$ cat src/rtl/demux1x4_stream.sv
// 1-to-4 N-bit stream demultiplexer with per-lane one-word holding registers.
// Routes by explicit select or by a strict-order round-robin pointer.
module demux1x4_stream #(
    parameter int N = 4
) (
    input  logic         clk,
    input  logic         rst,
    input  logic [N-1:0] in_data,
    input  logic [1:0]   in_sel,
    input  logic         in_auto,
    input  logic         in_valid,
    output logic         in_ready,
    output logic [N-1:0] y0,
    output logic [N-1:0] y1,
    output logic [N-1:0] y2,
    output logic [N-1:0] y3,
    output logic [3:0]   out_valid,
    input  logic [3:0]   out_ready,
    output logic [1:0]   rr_ptr,
    output logic         busy
);

    logic [N-1:0] ydata [4];
    logic [1:0]   tgt;
    logic         accept;
    logic [3:0]   load;

    always_comb begin
        tgt      = in_auto ? rr_ptr : in_sel;
        in_ready = !rst && (!out_valid[tgt] || out_ready[tgt]);
        accept   = in_valid && in_ready;
        load     = accept ? (4'b0001 << tgt) : '0;
    end

    always_ff @(posedge clk) begin
        if (rst) begin
            out_valid <= '0;
            rr_ptr    <= '0;
            for (int unsigned k = 0; k < 4; k++) begin
                ydata[k] <= '0;
            end
        end else begin
            // A load on a draining lane wins, so the lane stays valid with the new word.
            out_valid <= (out_valid & ~out_ready) | load;
            for (int unsigned k = 0; k < 4; k++) begin
                if (load[k]) begin
                    ydata[k] <= in_data;
                end
            end
            if (accept && in_auto) begin
                rr_ptr <= rr_ptr + 2'd1;
            end
        end
    end

    assign y0   = ydata[0];
    assign y1   = ydata[1];
    assign y2   = ydata[2];
    assign y3   = ydata[3];
    assign busy = |out_valid;

endmodule

$ cat config.mk
export PLATFORM = sky130hd
export DESIGN_NAME = demux1x4_stream
export DESIGN_NICKNAME = d
export VERILOG_FILES = /design/src/rtl/demux1x4_stream.sv
export SDC_FILE = /design/constraint.sdc
export NUM_CORES = 1
export LEC_CHECK = 0
export ABC_AREA = 1
export ABC_CLOCK_PERIOD_IN_PS = 2100
export BUFFER_PORTS_ARGS = -buffer_cell sky130_fd_sc_hd__buf_2
export CAP_MARGIN = 20
export CORE_MARGIN = 1
export CORE_UTILIZATION = 47
export CTS_CLUSTER_SIZE = 8
export DETAILED_ROUTE_END_ITERATION = 10
export PLACE_DENSITY_LB_ADDON = 0.25
export SYNTH_ARGS = -nofsm -noshare
export SYNTH_HDL_FRONTEND = slang
export SYNTH_SLANG_ARGS = --single-unit
$ cat constraint.sdc
create_clock -name clk -period 2.1 [get_ports clk]
set_input_delay 0.42 -clock clk [delete_from_list [all_inputs] [get_ports clk]]
set_output_delay 0.42 -clock clk [all_outputs]
set_load 0.03 [all_outputs]
==> flow_summary.ini, run 1 <==
[logic_synthesis]
avgSynthCellArea_um2 = 8.89
yosys_warnings = 0
yosysUniqueCellTypes = 16
seq_area_frac_synth_pct = 60.8
synthCells = 111
synthesis.nets = 125
synth_area_um2 = 987
ys_seq_elements = 22

[sta]
tightest_slew_ns = 0.216
tns_ns = 0
setup_viol = 0
post-route-min-period_ns = 1.95
relSlewSlack_pct = 85.6
clock.fmax_ghz = 0.512
grt_setup_unrepaired = no
fin_skew_ns = 0.00562
fin_ws_ns = 0.148
finalHoldViolations = 0
slew_viol_final = 0
fin_crit_sh_pct = 92.9

[critical_path]
r2r_cells = 8
max_stage_delay_ns = 0.38
r2r_start = rr_ptr[1]
worst-path-buf-inv = 2
critical_path_class = flop to output port
path_cells = nand2_1 > o21ai_2 > inv_1 > nand2_1 > nand2_1 > a21oi_4 > buf_6
critPathLaunchType = flop
path_delay_family = flip-flops
crit_start = rr_ptr[1]
worstPathMaxFanout = 5
cp.required_ns = 1.68
rrSetupSlack_ns = 0.42
endpoint_kind = output port
crit_arrival_ns = 1.53
rr_endpoint = ydata[0][1]
slowest_stage = dfxtp_1
crit_top_cell = nand2_1

[global_routing]
grt_max_degree = 13
grt_pass1_wl_mm = 2.78
track_usage_pct = 17.3
antenna_found_initial = 0
first_global_vias = 671
grt_overflow = 0

[clock_tree]
clkTransAtPathRegs_ns = 0.12
htree_levels = 1
cts_buffers = 3
root_buffer = clkbuf_4
insertion_delay_ns = 0.30
clock_sinks = 22
cts_buffer_depth = 2
cts_tree = yes

[placed_design]
dpl_worst_slack_ns = 0.0768
numPortBuffers = 37
gp_congestion = 0.829
hpwl_mm = 1.51
dp.cells = 179
dpl_cell_area_um2 = 1240

[hold_path]
min_from = out_ready[1]
min_path_cells = 4
holdPathEnd = out_valid[1]
hold_path.class = input port to flop

[final_layout]
antenna_cells = 0
multi_input_area_um2 = 322
fin_area_um2 = 1280
fin_cells = 183
nNetsFinal = 171
fillerInstances = 197
drive_above_1_share_pct = 32.7
final_util_pct = 65.1
seqCellArea_um2 = 602
area_delta_synth_final_pct = 29.3

[drt]
drtPass1Iterations = 4
drtIter0Drc = 7
route.detailed.drc = 0
viasPerCell = 4.75
vias = 870
routed_wl_mm = 1.89
wl_per_cell_um = 10.3
postRouteAntennaNets = 0

[die]
fp.dieArea_um2 = 2290
ios = 38
core_area_um2 = 1960
rows = 16
dieWidth_um = 47.8
start_util_pct = 50.3
die_h_um = 47.8

[power]
power_density_nw_per_um2 = 655
power_leakage_uw = 0.000675
ir_drop_uv = 322

[run_status]
outcome = finished, final reports clean

[job]
maxCapViolations = 0
-- synth_stat cells, drive strengths merged --
cell type / count / share of area (%)
dfxtp: 6 / 12
a31oi: 1 / 0.63
or2: 1 / 0.63
nor2: 20 / 7.6
or4: 1 / 0.76
inv: 19 / 7.2
nand3: 7 / 3.5
nand2: 31 / 13
o21ai: 2 / 1.0
nand4: 2 / 1.3
a21oi: 5 / 3.7
edfxtp: 16 / 49
-- power breakdown --
group / switching [µW] / internal, µW
sequential: 6.33 / 486
clock: 118 / 69.1
combinational: 110 / 46.0
-- worst max path at each step --
stage             endpoint  slack (ns)  cells after the start
2_1_floorplan  ydata[0][0]        0.02                     10
3_3_place_gp      in_ready        0.15                      7
3_5_place_dp      in_ready        0.08                      7
4_1_cts           in_ready        0.03                      7
5_1_grt           in_ready       0.008                      8
6_report          in_ready        0.15                      7
-- flip-flops by register name (all words and copies together), names as in the netlist --
name / count
ydata: 16
out_valid: 4
rr_ptr: 2
-- cell type report --
type                       instances  share of cell area (%)
clock buffer                       3                    1.76
clock inverter                     1                   0.294
inverter                          19                    5.59
multi-input combinational         70                    25.2
sequential                        22                    47.2
tap                               27                    2.65
timing repair buffer              41                    17.4
-- repair_timing --
action | CTS | global route
setup endpoints to repair | 1 | 1
hold buffers | 0 | 0
gates resized for setup | 1 | 4
buffers inserted | 0 | 0
pin swaps | 0 | 1
-- per-layer routing --
metal	part of all wire, %	GRT usage (%)	vias to the layer above
met1	44	22.7	394
met5	0	0	-
met3	4.5	1.89	2
li1	-	-	446
met4	0.63	6.11	0
met2	51	29.5	28
-- cells by family after synthesis --
logic type             after synthesis  share of synthesized area [%]
AOI/OAI and AO/OA                    8                           5.32
and+or+nand+nor                     62                           26.6
buffers and inverters               19                           7.22
DFF                                 22                           60.8
-- cells in the final DEF (no fill, tap or decap), types with 2 or more instances in the layout --
cell	synthesis	layout
a21oi_1	4	4
buf_2	0	36
buf_4	0	4
clkbuf_4	0	3
dfxtp_1	6	5
edfxtp_1	16	16
inv_1	19	19
nand2_1	29	28
nand2_2	1	2
nand3_1	7	7
nand4_1	2	2
nor2_1	20	20
-- worst reg2reg max path: stages (launching register included) --
cell     delay, ns
dfxtp_1       0.38
nand2_1       0.07
o21ai_2       0.10
inv_1         0.12
nand2_1       0.10
nand2_1       0.11
a21oi_4       0.20
nand3_1       0.12
nand2_1       0.18
-- metrics by stage --
step                power (µW)  hold slack, ns
finish                     835           0.370
floorplan                  603           0.489
global placement           652           0.487
global route               870           0.392
detailed placement         655           0.484
CTS                        831           0.380
Power figures use the tool's default switching activity.
==> run 2: changes to the inputs <==
--- a/config.mk
+++ b/config.mk
@@ -7,13 +7,13 @@
 export LEC_CHECK = 0
 export ABC_AREA = 1
 export ABC_CLOCK_PERIOD_IN_PS = 2100
-export BUFFER_PORTS_ARGS = -buffer_cell sky130_fd_sc_hd__buf_2
+export BUFFER_PORTS_ARGS = -buffer_cell sky130_fd_sc_hd__buf_4
 export CAP_MARGIN = 20
 export CORE_MARGIN = 1
 export CORE_UTILIZATION = 47
 export CTS_CLUSTER_SIZE = 8
 export DETAILED_ROUTE_END_ITERATION = 10
-export PLACE_DENSITY_LB_ADDON = 0.25
+export PLACE_DENSITY = 0.77
 export SYNTH_ARGS = -nofsm -noshare
 export SYNTH_HDL_FRONTEND = slang
 export SYNTH_SLANG_ARGS = --single-unit
==> run 2 against run 1 <==
Against the previous run:
- wire length grew 14%
- cell count grew 0.55%
- die area is the same
- sequential power is essentially flat
- design area grew 7.6%
- register-to-register slack lost 0.13 ns
- global-route usage grew 2.7 points
- clock skew is essentially flat
- first-iteration DRC count grew to 3.9 times the previous value
- critical path type unchanged
- critical endpoint unchanged
- largest power group unchanged
- highest routed layer unchanged
==> flow_summary.ini, run 2 (synthesis results as in run 1) <==
[run_status]
outcome = finished, final reports clean

[critical_path]
path_cells = nand2_2 > nand2_4 > nand2_1 > nand2_1 > nand2_1 > nand2_1 > inv_1 > a21oi_4 > buf_4
crit_arrival_ns = 1.58
crit_start = rr_ptr[0]
worstPathMaxFanout = 9
r2r_cells = 11
max_stage_delay_ns = 0.37
r2r_start = rr_ptr[0]
slowest_stage = dfxtp_2
endpoint_kind = output port
critical_path_class = flop to output port
crit_top_cell = nand2_1
crit_end = in_ready
critPathLaunchType = flop
cp.required_ns = 1.68
rrSetupSlack_ns = 0.29
rr_endpoint = ydata[2][3]

[sta]
clock.fmax_ghz = 0.500
setup_viol = 0
fin_crit_sh_pct = 95.2
tightest_slew_ns = 0.223
fin_ws_ns = 0.100
relSlewSlack_pct = 85.1
whs_ns = 0.344
fin_skew_ns = 0.00518
finalHoldViolations = 0
post-route-min-period_ns = 2.00
slew_viol_final = 0

[die]
fp.dieArea_um2 = 2290
dieWidth_um = 47.8
die_h_um = 47.8
ios = 38
core_area_um2 = 1960
start_util_pct = 50.3
rows = 16

[global_routing]
grt_use_met2_pct = 34.6
met1_usage_pct = 25.1
first_global_vias = 748
grt_pass1_wl_mm = 3.16
met3_usage_pct = 3.40
grt_overflow = 0
grt.busiest_layer = met2
track_usage_pct = 19.9
antenna_found_initial = 0
grt_max_degree = 12

[clock_tree]
cts_tree = yes
cts_buffers = 3
clock_sinks = 22
cts_hold_buf = 0
root_buffer = clkbuf_4
htree_levels = 1
clkTransAtPathRegs_ns = 0.11
insertion_delay_ns = 0.30
cts_buffer_depth = 2

[placed_design]
hpwl_mm = 1.58
dpl_cell_area_um2 = 1330
numPortBuffers = 37
dpl_worst_slack_ns = 0.0963
gp_congestion = 0.776

[drt]
vias = 917
drtPass1Iterations = 4
route.detailed.drc = 0
drtIter0Drc = 27
postRouteAntennaNets = 0
routed_wl_mm = 2.16
wl_per_cell_um = 11.8
viasPerCell = 4.98

[final_layout]
final_util_pct = 70.0
largest-register = ydata
reg.largest.list = ydata: 16 flops, out_valid: 4 flops, rr_ptr: 2 flops
fin_area_um2 = 1370
area_delta_synth_final_pct = 39.2
antenna_cells = 0
final_common_cell = buf_4
largest_register_ffs = 16
layout_common_cells = buf_4, nand2_1, nor2_1
nNetsFinal = 173
fillerInstances = 181
drive_above_1_share_pct = 33.8

[hold_path]
hold_path.class = input port to flop
min_from = rst

[power]
power_density_nw_per_um2 = 625
power_leakage_uw = 0.000701
ir_drop_uv = 390

[job]
maxCapViolations = 0
## run 2: cell count changes in the layout (fill, tap and decap cells not counted)
cell / delta
buf_2: -36
buf_4: +39
buf_6: -1
clkinv_1: -1
## run 2: per-stage QoR
step	instances	TNS [ns]	power [µW]
after floorplan	111	0	603
after global placement	179	0	674
after detailed placement	179	0	677
after CTS	182	0	855
after global routing	184	-0.000941	891
final	184	0	858
## run 2: worst min path at each step
stage                              end  slack, ns  depth (start not counted)
after floorplan           out_valid[0]       0.49                          1
after global placement    out_valid[0]       0.49                          2
after detailed placement  out_valid[3]       0.50                          2
after CTS                 out_valid[1]       0.34                          2
after global routing      out_valid[1]       0.34                          2
final                     out_valid[1]       0.34                          2
## run 2: layout make-up
class | instances | area [µm²] | share of cell area (%)
Tap cell | 27 | 33.8 | 2.46
Clock buffer | 3 | 22.5 | 1.64
Sequential cell | 22 | 602 | 43.8
Inverter | 19 | 71.3 | 5.19
Multi-Input combinational cell | 70 | 322 | 23.4
Timing Repair Buffer | 43 | 323 | 23.5
## run 2: what timing repair did
item                       in CTS  in global routing
gates resized for setup         0                  3
setup endpoints to repair       0                  1
buffers inserted                0                  2
## run 2: layer usage
metal	up-vias	routed length, µm	part of all wire [%]
met1	420	886	41
met5	-	0	0
met3	4	148	6.8
met4	0	20	0.93
met2	45	1110	51
li1	448	-	-
## run 2: worst max-delay path, delay by kind of cell (launching register included)
family          cells  cell delay, ns
compound gates      1            0.19
flops               1            0.37
buf+inv             2            0.26
simple gates        6            0.45
## run 2: power by group
part | internal (µW) | switching, µW
Clock | 66.8 | 117
Combinational | 67.2 | 113
Sequential | 486 | 7.76
Total | 620 | 238
==> run 3: changes to the inputs <==
--- a/config.mk
+++ b/config.mk
@@ -10,10 +10,12 @@
 export BUFFER_PORTS_ARGS = -buffer_cell sky130_fd_sc_hd__buf_4
 export CAP_MARGIN = 20
 export CORE_MARGIN = 1
-export CORE_UTILIZATION = 47
+export CORE_UTILIZATION = 41
 export CTS_CLUSTER_SIZE = 8
 export DETAILED_ROUTE_END_ITERATION = 10
-export PLACE_DENSITY = 0.77
+export PLACE_DENSITY = 0.69
+export REMOVE_ABC_BUFFERS = 1
+export SLEW_MARGIN = 20
 export SYNTH_ARGS = -nofsm -noshare
 export SYNTH_HDL_FRONTEND = slang
 export SYNTH_SLANG_ARGS = --single-unit
==> run 3 against run 2 <==
Against the previous run:
- wire length decreased by 6.0%
- global-route usage decreased by 2.6 points
- non-clock buffer count decreased by 2
- largest cell class unchanged
- highest routed layer unchanged
==> flow_summary.ini, run 3 (synthesis results as in run 1) <==
[drt]
route.detailed.drc = 0
postRouteAntennaNets = 0
routed_wl_mm = 2.03
wl_per_cell_um = 11.0
vias = 869
drtIter0Drc = 23
viasPerCell = 4.72
drtPass1Iterations = 4

[power]
power_density_nw_per_um2 = 649
swShare_pct = 26.5
ir_drop_uv = 381
power_frac_comb_pct = 19.6
p_int_uw = 657
clockPowerShare_pct = 25.1
switchingPower_uw = 237
power_leakage_uw = 0.000700
pwr-share-seq_pct = 55.3

[global_routing]
antenna_found_initial = 0
grt_overflow = 0
grt_pass1_wl_mm = 3.32
grt_max_degree = 13
first_global_vias = 786
track_usage_pct = 17.3

[final_layout]
final_common_cell = buf_4
antenna_cells = 0
fin_cells = 184
drive_above_1_share_pct = 33.3
reg.largest.list = ydata: 16 flops, out_valid: 4 flops, rr_ptr: 2 flops
nNetsFinal = 171
layout_common_cells = buf_4, nand2_1, nor2_1
area_delta_synth_final_pct = 39.5
largest_register_ffs = 16
largest-register = ydata

[run_status]
outcome = finished, final reports clean

[critical_path]
cp.required_ns = 1.68
crit_end = in_ready
endpoint_kind = output port
worstPathMaxFanout = 9
critPathLaunchType = flop
rr_endpoint = ydata[0][0]
crit_arrival_ns = 1.54
r2r_cells = 10
critical_path_class = flop to output port
r2r_start = rr_ptr[0]
crit_start = rr_ptr[0]
rrSetupSlack_ns = 0.44

[hold_path]
min_from = rst
hold_path.class = input port to flop

[clock_tree]
root_buffer = clkbuf_4
htree_levels = 1
clock_sinks = 22
cts_buffers = 3
insertion_delay_ns = 0.30
post_cts_buffers = 0
clkTransAtPathRegs_ns = 0.11
cts_buffer_depth = 2
cts_hold_buf = 0
cts_tree = yes

[sta]
relSlewSlack_pct = 84.7
clock.fmax_ghz = 0.510
slew_viol_final = 0
fin_crit_sh_pct = 93.4
setup_viol = 0
tightest_slew_ns = 0.229
whs_ns = 0.348
post-route-min-period_ns = 1.96
fin_skew_ns = 0.00124
tns_ns = 0
grt_setup_unrepaired = no
finalHoldViolations = 0

[placed_design]
numPortBuffers = 37
gp_congestion = 0.867
dp.cells = 180
hpwl_mm = 1.62

[die]
ios = 38
start_util_pct = 44.2
core_area_um2 = 2230
dieWidth_um = 51.1
rows = 17
die_h_um = 51.1
fp.dieArea_um2 = 2610

[job]
maxCapViolations = 0
run 3: changes by cell type in the layout (fill, tap and decap cells not counted):
cell | previous run | this run
clkbuf_8 | 0 | 1
buf_6 | 0 | 1
buf_4 | 43 | 40
run 3: through the flow:
step,setup slack (ns),power (µW),utilization [%],instance area (µm²)
2_1_floorplan,0.0189,603,-,987
3_3_place_gp,0.104,675,59.6,1330
3_5_place_dp,0.0808,678,59.6,1330
4_1_cts,0.0287,901,61.3,1370
5_1_grt,0.00282,929,61.7,1380
6_report,0.139,894,61.7,1380
run 3: final cells by class:
| type | count | area (µm²) |
|---|---|---|
| fill | 200 | 856 |
| sequential | 22 | 602 |
| multi-input combinational | 70 | 322 |
| timing repair buffer | 41 | 312 |
| inverter | 19 | 71.3 |
| clock buffer | 4 | 36.3 |
| tap | 28 | 35.0 |
run 3: worst min-delay path by stage:
stage              endpoint  slack, ns  cells after the start
5_1_grt        out_valid[0]       0.33                      2
4_1_cts        out_valid[1]       0.33                      2
3_5_place_dp   out_valid[3]       0.49                      2
3_3_place_gp   out_valid[3]       0.50                      2
6_report       out_valid[0]       0.35                      2
2_1_floorplan  out_valid[0]       0.49                      1
run 3: repair_timing:
item,in CTS,in global routing
setup endpoints to repair,1,1
resized for setup,1,3
pin swaps,0,1
hold endpoints to repair,0,0
run 3: per-layer routing:
| metal | vias up | track usage [%] | part of all wire (%) |
|---|---|---|---|
| met5 | - | 0 | 0 |
| met4 | 0 | 8.33 | 0.74 |
| met3 | 2 | 2.68 | 6.1 |
| met2 | 35 | 28.9 | 49 |
| met1 | 387 | 21.6 | 44 |
| li1 | 445 | - | - |
run 3: power groups by stage:
stage	Clock (µW)	Sequential (µW)	Combinational, µW
after floorplan	0	546	56.9
after global placement	0	503	172
after detailed placement	0	504	174
after CTS	232	494	175
after global routing	243	497	189
final	225	494	175
run 3: worst max-delay path, stage by stage, from the launching register on:
cell and delay, ns:
dfxtp_2 0.37, nand2_2 0.09, nand2_4 0.12, nand2_1 0.07, nand2_1 0.05, nand2_1 0.04
nand2_1 0.06, inv_1 0.07, a21oi_4 0.21, buf_6 0.16
